**src/rtl/mem_port_arbiter_if.sv**
```systemverilog
// Handshake bundle between the IF/D requesters, the arbiter and the unified memory.
// The arbiter takes the slave view; the requesters and memory model take the master view.
interface mem_port_arbiter_if #(
  parameter int ADDR_W = 32,
  parameter int DATA_W = 32
);
  logic              if_req;
  logic [ADDR_W-1:0] if_addr;
  logic              if_flush;
  logic              if_gnt;
  logic              if_rvalid;
  logic [DATA_W-1:0] if_rdata;

  logic              d_req;
  logic              d_we;
  logic [ADDR_W-1:0] d_addr;
  logic [DATA_W-1:0] d_wdata;
  logic              d_gnt;
  logic              d_rvalid;
  logic [DATA_W-1:0] d_rdata;

  logic              mem_req_valid;
  logic              mem_req_ready;
  logic              mem_we;
  logic [ADDR_W-1:0] mem_addr;
  logic [DATA_W-1:0] mem_wdata;
  logic              mem_resp_valid;
  logic [DATA_W-1:0] mem_rdata;

  modport slave (
    input  if_req, if_addr, if_flush,
    input  d_req, d_we, d_addr, d_wdata,
    input  mem_req_ready, mem_resp_valid, mem_rdata,
    output if_gnt, if_rvalid, if_rdata,
    output d_gnt, d_rvalid, d_rdata,
    output mem_req_valid, mem_we, mem_addr, mem_wdata
  );

  modport master (
    output if_req, if_addr, if_flush,
    output d_req, d_we, d_addr, d_wdata,
    output mem_req_ready, mem_resp_valid, mem_rdata,
    input  if_gnt, if_rvalid, if_rdata,
    input  d_gnt, d_rvalid, d_rdata,
    input  mem_req_valid, mem_we, mem_addr, mem_wdata
  );
endinterface

```
**src/rtl/mem_port_arbiter.sv**
```systemverilog
// Single-outstanding arbiter sharing one memory port between instruction fetch and
// data access; D has priority, bounded by a streak counter so IF cannot starve.
module mem_port_arbiter #(
  parameter int ADDR_W       = 32,
  parameter int DATA_W       = 32,
  parameter int MAX_D_STREAK = 4
) (
  input  logic                    clk,
  input  logic                    reset,
  mem_port_arbiter_if.slave       bus,
  output logic                    busy
);

  typedef enum logic [1:0] {IDLE, ISSUE, WAIT} state_t;

  localparam logic [3:0] STREAK_MAX = 4'(MAX_D_STREAK);

  state_t            state;
  logic              owner_if;
  logic              drop;
  logic [3:0]        streak;
  logic              lat_we;
  logic [ADDR_W-1:0] lat_addr;
  logic [DATA_W-1:0] lat_wdata;

  logic win_if;
  logic win_d;
  logic in_idle;
  logic resp_fire;

  function automatic logic [3:0] streak_after_d(input logic [3:0] cur, input logic if_waiting);
    if (!if_waiting)
      return 4'd0;
    else if (cur == STREAK_MAX)
      return cur;
    else
      return cur + 4'd1;
  endfunction

  // A flushed fetch may never win; IF overtakes D once D has used up its streak.
  assign win_if    = bus.if_req && !bus.if_flush && (!bus.d_req || streak == STREAK_MAX);
  assign win_d     = !win_if && bus.d_req;
  assign in_idle   = (state == IDLE);
  assign resp_fire = (state == WAIT) && bus.mem_resp_valid;

  // Grants are gated by reset so nothing is offered while reset is held.
  assign bus.if_gnt    = reset && in_idle && win_if;
  assign bus.d_gnt     = reset && in_idle && win_d;
  assign bus.if_rvalid = resp_fire && owner_if && !drop && !bus.if_flush;
  assign bus.d_rvalid  = resp_fire && !owner_if;
  assign bus.if_rdata  = (resp_fire && owner_if)  ? bus.mem_rdata : '0;
  assign bus.d_rdata   = (resp_fire && !owner_if) ? bus.mem_rdata : '0;

  assign bus.mem_req_valid = (state == ISSUE);
  assign bus.mem_we        = lat_we;
  assign bus.mem_addr      = lat_addr;
  assign bus.mem_wdata     = lat_wdata;
  assign busy              = !in_idle;

  always_ff @(posedge clk or negedge reset) begin
    if (!reset) begin
      state     <= IDLE;
      owner_if  <= 1'b0;
      drop      <= 1'b0;
      streak    <= 4'd0;
      lat_we    <= 1'b0;
      lat_addr  <= '0;
      lat_wdata <= '0;
    end else begin
      case (state)
        IDLE: begin
          drop <= 1'b0;
          if (win_if) begin
            owner_if  <= 1'b1;
            lat_we    <= 1'b0;
            lat_addr  <= bus.if_addr;
            lat_wdata <= '0;
            streak    <= 4'd0;
            state     <= ISSUE;
          end else if (win_d) begin
            owner_if  <= 1'b0;
            lat_we    <= bus.d_we;
            lat_addr  <= bus.d_addr;
            lat_wdata <= bus.d_wdata;
            streak    <= streak_after_d(streak, bus.if_req);
            state     <= ISSUE;
          end
        end
        ISSUE: begin
          if (owner_if && bus.if_flush)
            drop <= 1'b1;
          if (bus.mem_req_ready)
            state <= WAIT;
        end
        WAIT: begin
          if (owner_if && bus.if_flush)
            drop <= 1'b1;
          if (bus.mem_resp_valid) begin
            drop  <= 1'b0;
            state <= IDLE;
          end
        end
        default: state <= IDLE;
      endcase
    end
  end

endmodule

```
**src/flat_wrapper.sv**
```systemverilog
// flat-port wrapper written by rule: the top's interface ports become plain ports
module mem_port_arbiter_flat 
#(
  parameter int ADDR_W       = 32,
  parameter int DATA_W       = 32,
  parameter int MAX_D_STREAK = 4
)
  (clk, reset, busy, bus_if_req, bus_if_addr, bus_if_flush, bus_d_req, bus_d_we, bus_d_addr, bus_d_wdata, bus_mem_req_ready, bus_mem_resp_valid, bus_mem_rdata, bus_if_gnt, bus_if_rvalid, bus_if_rdata, bus_d_gnt, bus_d_rvalid, bus_d_rdata, bus_mem_req_valid, bus_mem_we, bus_mem_addr, bus_mem_wdata);
  mem_port_arbiter_if #(.ADDR_W(ADDR_W), .DATA_W(DATA_W)) bus_i ();
  input  logic clk;
  input  logic reset;
  output logic busy;
  input wire logic [$bits(bus_i.if_req)-1:0] bus_if_req;
  input wire logic [$bits(bus_i.if_addr)-1:0] bus_if_addr;
  input wire logic [$bits(bus_i.if_flush)-1:0] bus_if_flush;
  input wire logic [$bits(bus_i.d_req)-1:0] bus_d_req;
  input wire logic [$bits(bus_i.d_we)-1:0] bus_d_we;
  input wire logic [$bits(bus_i.d_addr)-1:0] bus_d_addr;
  input wire logic [$bits(bus_i.d_wdata)-1:0] bus_d_wdata;
  input wire logic [$bits(bus_i.mem_req_ready)-1:0] bus_mem_req_ready;
  input wire logic [$bits(bus_i.mem_resp_valid)-1:0] bus_mem_resp_valid;
  input wire logic [$bits(bus_i.mem_rdata)-1:0] bus_mem_rdata;
  output wire logic [$bits(bus_i.if_gnt)-1:0] bus_if_gnt;
  output wire logic [$bits(bus_i.if_rvalid)-1:0] bus_if_rvalid;
  output wire logic [$bits(bus_i.if_rdata)-1:0] bus_if_rdata;
  output wire logic [$bits(bus_i.d_gnt)-1:0] bus_d_gnt;
  output wire logic [$bits(bus_i.d_rvalid)-1:0] bus_d_rvalid;
  output wire logic [$bits(bus_i.d_rdata)-1:0] bus_d_rdata;
  output wire logic [$bits(bus_i.mem_req_valid)-1:0] bus_mem_req_valid;
  output wire logic [$bits(bus_i.mem_we)-1:0] bus_mem_we;
  output wire logic [$bits(bus_i.mem_addr)-1:0] bus_mem_addr;
  output wire logic [$bits(bus_i.mem_wdata)-1:0] bus_mem_wdata;
  assign bus_i.if_req = bus_if_req;
  assign bus_i.if_addr = bus_if_addr;
  assign bus_i.if_flush = bus_if_flush;
  assign bus_i.d_req = bus_d_req;
  assign bus_i.d_we = bus_d_we;
  assign bus_i.d_addr = bus_d_addr;
  assign bus_i.d_wdata = bus_d_wdata;
  assign bus_i.mem_req_ready = bus_mem_req_ready;
  assign bus_i.mem_resp_valid = bus_mem_resp_valid;
  assign bus_i.mem_rdata = bus_mem_rdata;
  assign bus_if_gnt = bus_i.if_gnt;
  assign bus_if_rvalid = bus_i.if_rvalid;
  assign bus_if_rdata = bus_i.if_rdata;
  assign bus_d_gnt = bus_i.d_gnt;
  assign bus_d_rvalid = bus_i.d_rvalid;
  assign bus_d_rdata = bus_i.d_rdata;
  assign bus_mem_req_valid = bus_i.mem_req_valid;
  assign bus_mem_we = bus_i.mem_we;
  assign bus_mem_addr = bus_i.mem_addr;
  assign bus_mem_wdata = bus_i.mem_wdata;
  mem_port_arbiter #(.ADDR_W(ADDR_W), .DATA_W(DATA_W), .MAX_D_STREAK(MAX_D_STREAK)) u_core (.clk(clk), .reset(reset), .bus(bus_i), .busy(busy));
endmodule
```
**config.mk**
```make
export PLATFORM = sky130hd
export DESIGN_NAME = mem_port_arbiter_flat
export DESIGN_NICKNAME = d
export VERILOG_FILES = /design/src/rtl/mem_port_arbiter_if.sv /design/src/rtl/mem_port_arbiter.sv /design/src/flat_wrapper.sv
export SDC_FILE = /design/constraint.sdc
export NUM_CORES = 1
export LEC_CHECK = 0
export ABC_AREA = 1
export BUFFER_PORTS_ARGS = -buffer_cell sky130_fd_sc_hd__buf_2
export CORE_ASPECT_RATIO = 0.5
export CORE_MARGIN = 1.5
export CORE_UTILIZATION = 47
export CTS_BUF_LIST = sky130_fd_sc_hd__clkbuf_4 sky130_fd_sc_hd__clkbuf_8 sky130_fd_sc_hd__clkbuf_16
export DETAILED_ROUTE_END_ITERATION = 10
export PLACE_DENSITY_LB_ADDON = 0.3
export SLEW_MARGIN = 20
export SYNTH_ARGS = -nofsm -noshare
export SYNTH_HDL_FRONTEND = slang
export SYNTH_SLANG_ARGS = --single-unit
export TNS_END_PERCENT = 5
```
**constraint.sdc**
```tcl
create_clock -name clk -period 2.32 [get_ports clk]
set_input_delay 0 -clock clk [delete_from_list [all_inputs] [get_ports clk]]
set_output_delay 0 -clock clk [all_outputs]
set_load 0.03 [all_outputs]
```
==> flow_summary.yaml, run 1 <==
floorplan:
  die_h_um: 70.91
  start_util_pct: 49.09
  die_x_um: 138.8
  core_mm2: 0.008828
  dieArea_mm2: 0.009842
  io_pins: 271
  rows: 24
route:
  routed_wl_mm: 16.27
  antenna_left: 0
  avgRoutedWirePerCell_um: 15.52
  drc: 0
  vias_per_cell: 5.028
  drtIter0Drc: 440
  num_vias: 5269
  drt_pass1_iterations: 5
clock_tree:
  clk_pin_slew_ns: 0.06
  clk_latency_ns: 0.33
  htreeDepth: 3
  root_buffer: "clkbuf_16"
  cts_sinks: 73
  cts_buffers: 9
  clk_path_buf_depth: 2
  cts_tree: "built"
synthesis:
  ys_top_cells_by_count: "nand2_1, inv_1, dfrtp_1"
  yosysWarnings: 0
  synthFlopType: "dfrtp_1"
  async_flop_share_pct: 100.0
  netlist_area_mm2: 0.004334
  ys_types: 22
  synth_area_leaders: "dfrtp_1, nand2_1, nand3_2, inv_1, nand3_1"
  yosys.area.top_type: "dfrtp_1"
  ys_ff_latch: 73
  synthCells: 602
  synthesis.nets: 745
  synth_top_cell_area_share_pct: 42.15
  yosysMostFrequentCell: "nand2_1"
  synth-seq-area-share_pct: 42.15
  synth_area_per_cell_um2: 7.200
  synth_edf_count: 0
power:
  p_per_area_mw_per_mm2: 1155
  leakage_nw: 4.234
  finalPower_w: 0.007812
  vdd_drop_max_uv: 734.3
sta:
  fin_crit_sh_pct: 92.49
  whs_ns: 0.005135
  setup_viol: 0
  slew_headroom_pct: 55.74
  finClkSkew_ns: 0.007493
  tightest_slew_ns: 0.6638
  rsz0062_at_grt: "false"
  finalHoldViolCount: 0
  timing.fmax_mhz: 466.1
  report.final.slew_viol_count: 0
  fin_setup_tns_ns: 0
  fin_crit_ns: 2.146
critical_path:
  crit_path_top_delay_cell: "dfrtp_1"
  critPathLaunchType: "flop"
  crit_start: "u_core.state[0]$_DFFE_PN0P_"
  worstPathRequired_ns: 2.32
  r2r_setup_slack_ns: 0.33
  crit_type: "flop to output port"
  reg2reg_to: "u_core.bus.mem_wdata[24]$_DFFE_PN0P_"
  crit_end: "bus_d_rdata[26]"
  slowest_delay_ns: 0.41
  cpMostUsedCell: "inv_1"
  path_cells: "inv_1, ha_1, inv_1, nor3_2, clkinvlp_4, buf_4, nor2_1, buf_2"
  cp.arrival_ns: 2.15
  reg2reg_depth: 7
  cp_max_fo: 16
  regToRegStartpoint: "u_core.state[1]$_DFFE_PN0P_"
  worst_setup_path_end_kind: "output port"
placed_design:
  portBuffers: 270
  gp_congestion: 0.8428
  dp_cells: 965
  place_hpwl_mm: 9.396
grt:
  grt_pass1_vias: 5215
  antenna_found_initial: 0
  grt_usage_pct: 32.90
  grt_max_degree: 52
  grt_overflow: 0
  grt_pass1_wl_mm: 25.68
final_layout:
  seq_area_mm2: 0.001828
  fillers: 607
  multi_input_area_mm2: 0.001891
  fin_cells: 1048
  nets: 1070
  n_antenna_cell: 0
  drive_above_1_share_pct: 37.81
  area_delta_synth_final_pct: 56.12
outcome:
  status: "finished clean"
min_path:
  hp-start: "bus_if_addr[22]"
  hold_path_class: "input pin to flop"
flow_run:
  maxCapViolCount: 0
[repair_timing]
action                     CTS  global route
hold buffers                65             0
gates resized for setup      0             4
buffers inserted             0             2
setup endpoints to repair    0            33
hold endpoints to repair    87             0
[area by class of cell]
cell class                 count  share of cell area, %
tap                          117                  2.163
sequential                    73                  27.02
timing repair inverter         1                 0.1109
timing repair buffer         346                  31.40
multi-input combinational    382                  27.94
clock buffer                  10                  3.439
inverter                     114                  6.379
clock inverter                 5                  1.553
[worst min path at each step]
stage,cells after the start,slack [ns],end
after global placement,1,-0.08,u_core.bus.mem_addr[28]$_DFFE_PN0P_
after global routing,5,0.02,u_core.bus.mem_addr[9]$_DFFE_PN0P_
after detailed placement,1,-0.08,u_core.bus.mem_addr[28]$_DFFE_PN0P_
final,5,0.005,u_core.bus.mem_addr[22]$_DFFE_PN0P_
after floorplan,0,-0.30,u_core.bus.mem_addr[0]$_DFFE_PN0P_
after CTS,5,0.002,u_core.bus.mem_addr[22]$_DFFE_PN0P_
[where the power goes]
part / switching [W] / internal, W / total, W
Sequential: 0.000381 / 0.00186 / 0.00224
Clock: 0.000545 / 0.00106 / 0.00160
Combinational: 0.00282 / 0.00114 / 0.00397
Total: 0.00375 / 0.00406 / 0.00781
[critical path: cells and delay by family (launching register included)]
kind                       cells  cell delay (ns)
adders and majority gates      1             0.20
buffers and inverters          5             0.74
DFF                            1             0.41
and+or+nand+nor                2             0.47
[cell families after synthesis]
logic type	count (synthesis)	share of synthesized area, %
xor+xnor	1	0.2021
fa+ha+maj	7	2.021
simple gates	369	40.68
buf+inv	147	14.35
flops	73	42.15
compound gates	5	0.6061
[sequential cells by signal (all words and copies together) (netlist names)]
name / flops
u_core.bus.mem_addr: 32
u_core.bus.mem_wdata: 32
u_core.streak: 4
u_core.state: 2
u_core.bus.mem_we: 1
u_core.drop: 1
u_core.owner_if: 1
[layer usage]
layer / global-route usage [%] / vias up / wire length (µm) / share of wire, %
met5: 0 / - / 0 / 0
met4: 16.67 / 0 / 771 / 4.7
met3: 7.380 / 83 / 1161 / 7.1
met2: 61.33 / 306 / 8404 / 52
met1: 35.90 / 2435 / 5931 / 36
li1: - / 2445 / - / -
[metrics by stage]
stage / instance area (µm²) / utilization, % / setup slack, ns
after floorplan: 4334 / - / 0.002423
after global placement: 5746 / 65.08 / 0.5171
after detailed placement: 5746 / 65.08 / 0.4149
after CTS: 6734 / 76.28 / 0.1316
after global routing: 6766 / 76.64 / 0.03819
final: 6766 / 76.64 / 0.1743
[cells in the final DEF (no fill, tap or decap)]
master	n
a21oi_1	1
a31oi_1	1
buf_12	3
buf_2	269
buf_4	9
bufinv_16	3
clkbuf_16	9
clkbuf_4	1
clkinvlp_4	4
dfrtp_1	72
dfrtp_2	1
dlygate4sd3_1	65
ha_1	7
inv_1	110
inv_2	3
nand2_1	184
nand2_2	3
nand3_1	60
nand3_2	45
nand3b_1	1
nand4_1	1
nor2_1	70
nor2_2	1
nor3_1	3
nor3_2	1
o21ai_0	2
o21ai_1	1
xnor2_1	1
Power figures use the tool's default switching activity.
==> run 2, diff against run 1 <==
--- a/config.mk
+++ b/config.mk
@@ -9,7 +9,7 @@
 export BUFFER_PORTS_ARGS = -buffer_cell sky130_fd_sc_hd__buf_2
 export CORE_ASPECT_RATIO = 0.5
 export CORE_MARGIN = 1.5
-export CORE_UTILIZATION = 47
+export CORE_UTILIZATION = 44
 export CTS_BUF_LIST = sky130_fd_sc_hd__clkbuf_4 sky130_fd_sc_hd__clkbuf_8 sky130_fd_sc_hd__clkbuf_16
 export DETAILED_ROUTE_END_ITERATION = 10
 export PLACE_DENSITY_LB_ADDON = 0.3
==> constraint.sdc (replaced) <==
create_clock -name clk -period 2.41 [get_ports clk]
set_input_delay 0 -clock clk [delete_from_list [all_inputs] [get_ports clk]]
set_output_delay 0 -clock clk [all_outputs]
set_load 0.03 [all_outputs]
==> flow_summary.yaml, run 2 (same netlist as run 1, synthesis figures left out) <==
grt:
  grt_pass1_wl_mm: 21.80
  grt_overflow: 0
  antenna_found_initial: 0
  grt_max_degree: 66
  grt_usage_pct: 26.84
  grt_pass1_vias: 4750
power:
  finalPower_w: 0.007060
  p_per_area_mw_per_mm2: 1050
  vdd_drop_max_uv: 686.3
  leakage_nw: 4.221
clock_tree:
  cts_tree: "built"
  cts_sinks: 73
  post-cts-setup-buffers: 0
  clk_path_buf_depth: 2
  clk_pin_slew_ns: 0.05
  clk_latency_ns: 0.33
  cts_buffers: 9
  root_buffer: "clkbuf_16"
  htreeDepth: 3
sta:
  timing.fmax_mhz: 441.1
  report.final.slew_viol_count: 0
  finalHoldViolCount: 0
  fin_crit_ns: 2.267
  rsz0062_at_grt: "true"
  slew_headroom_pct: 40.93
  fin_crit_sh_pct: 94.08
  whs_ns: 0.0007697
  finClkSkew_ns: 0.005543
  fin_setup_tns_ns: 0
  setup_viol: 0
  tightest_slew_ns: 0.8850
route:
  avgRoutedWirePerCell_um: 13.24
  drt_pass1_iterations: 4
  num_vias: 4923
  routed_wl_mm: 14.09
  drtIter0Drc: 243
  antenna_left: 0
  vias_per_cell: 4.627
  drc: 0
floorplan:
  die_x_um: 143.4
  die_h_um: 73.18
  io_pins: 271
  rows: 25
  dieArea_mm2: 0.01049
  start_util_pct: 45.58
  core_mm2: 0.009509
min_path:
  hold_path_class: "input pin to flop"
  hold_end: "u_core.bus.mem_addr[11]$_DFFE_PN0P_"
  hp-start: "bus_if_addr[11]"
  hold_depth: 5
final_layout:
  multi_input_area_mm2: 0.001896
  drive_above_1_share_pct: 37.14
  seq_area_mm2: 0.001827
  n_antenna_cell: 0
  area_delta_synth_final_pct: 55.11
  nets: 1070
  final_common_cell: "buf_2"
  final_cell_mix: "buf_2, nand2_1, inv_1, dfrtp_1, nor2_1"
  fin_area_mm2: 0.006723
  fillers: 769
  fin_cells: 1064
critical_path:
  crit_type: "flop to output port"
  r2r_setup_slack_ns: 0.16
  worst_setup_path_end_kind: "output port"
  reg2reg_depth: 8
  cp_max_fo: 32
  cp.arrival_ns: 2.27
  reg2reg_to: "u_core.bus.mem_addr[6]$_DFFE_PN0P_"
  regToRegStartpoint: "u_core.state[0]$_DFFE_PN0P_"
  worstPathRequired_ns: 2.41
  critPathLaunchType: "flop"
flow_run:
  maxCapViolCount: 0
placed_design:
  place_hpwl_mm: 9.242
  gp_congestion: 0.7750
  portBuffers: 270
  dp_cells: 984
  place_area_mm2: 0.005776
outcome:
  status: "finished clean"
[run 2: cell count changes in the layout (fill, tap and decap cells not counted), moves of 2 or more]
cell           before  now
nand2_4             0    2
nand2_2             3    1
bufinv_16           3    0
clkinvlp_4          4    0
dlygate4sd3_1      65   67
[run 2: through the flow]
step	worst slack (ns)	utilization, %
floorplan	0.09242	-
global placement	0.5094	60.74
detailed placement	0.4578	60.74
CTS	0.1015	70.51
global route	-0.1084	70.70
finish	0.1428	70.70
[run 2: how the worst max path moves through the flow]
stage	start	end	slack (ns)	depth (start not counted)
after global routing	u_core.state[0]$_DFFE_PN0P_	bus_d_rdata[17]	-0.11	7
after detailed placement	u_core.state[0]$_DFFE_PN0P_	bus_d_rdata[6]	0.46	7
after CTS	u_core.state[0]$_DFFE_PN0P_	bus_d_rdata[6]	0.10	7
final	u_core.state[0]$_DFFE_PN0P_	bus_d_rdata[26]	0.14	7
after global placement	u_core.state[0]$_DFFE_PN0P_	bus_d_rdata[26]	0.51	7
after floorplan	u_core.state[0]$_DFFE_PN0P_	bus_d_rdata[10]	0.09	7
[run 2: timing repair]
item	in CTS	in global routing
setup endpoints to repair	0	33
endpoints found under the hold margin	138	0
gates resized for setup	0	3
hold buffers	67	0
[run 2: final cells by class]
| class | instances | share of cell area (%) |
|---|---|---|
| clock buffers | 12 | 3.778 |
| clock inverters | 1 | 0.07445 |
| inverters | 114 | 6.365 |
| multi-input cells | 382 | 28.20 |
| flip-flops and latches | 73 | 27.17 |
| well taps | 135 | 2.513 |
| repair buffers | 347 | 31.90 |
[run 2: critical path: stages (launching register included)]
cell and delay (ns):
dfrtp_1 0.41, inv_1 0.12, ha_1 0.21, inv_1 0.05, nor3_1 0.24, inv_1 0.43, nor2_1 0.24, buf_2 0.23
[run 2: report_power, final]
group	total, W	internal [W]	switching [W]
logic	0.00374	0.00112	0.00262
clock network	0.00119	0.000728	0.000458
registers	0.00213	0.00179	0.000335
[run 2: metal layers]
metal	global-route usage (%)	wire, µm	up-vias
met5	0	0	-
met4	13.83	561	0
met3	5.709	788	58
met2	51.50	7317	195
met1	28.14	5419	2237
li1	-	-	2433
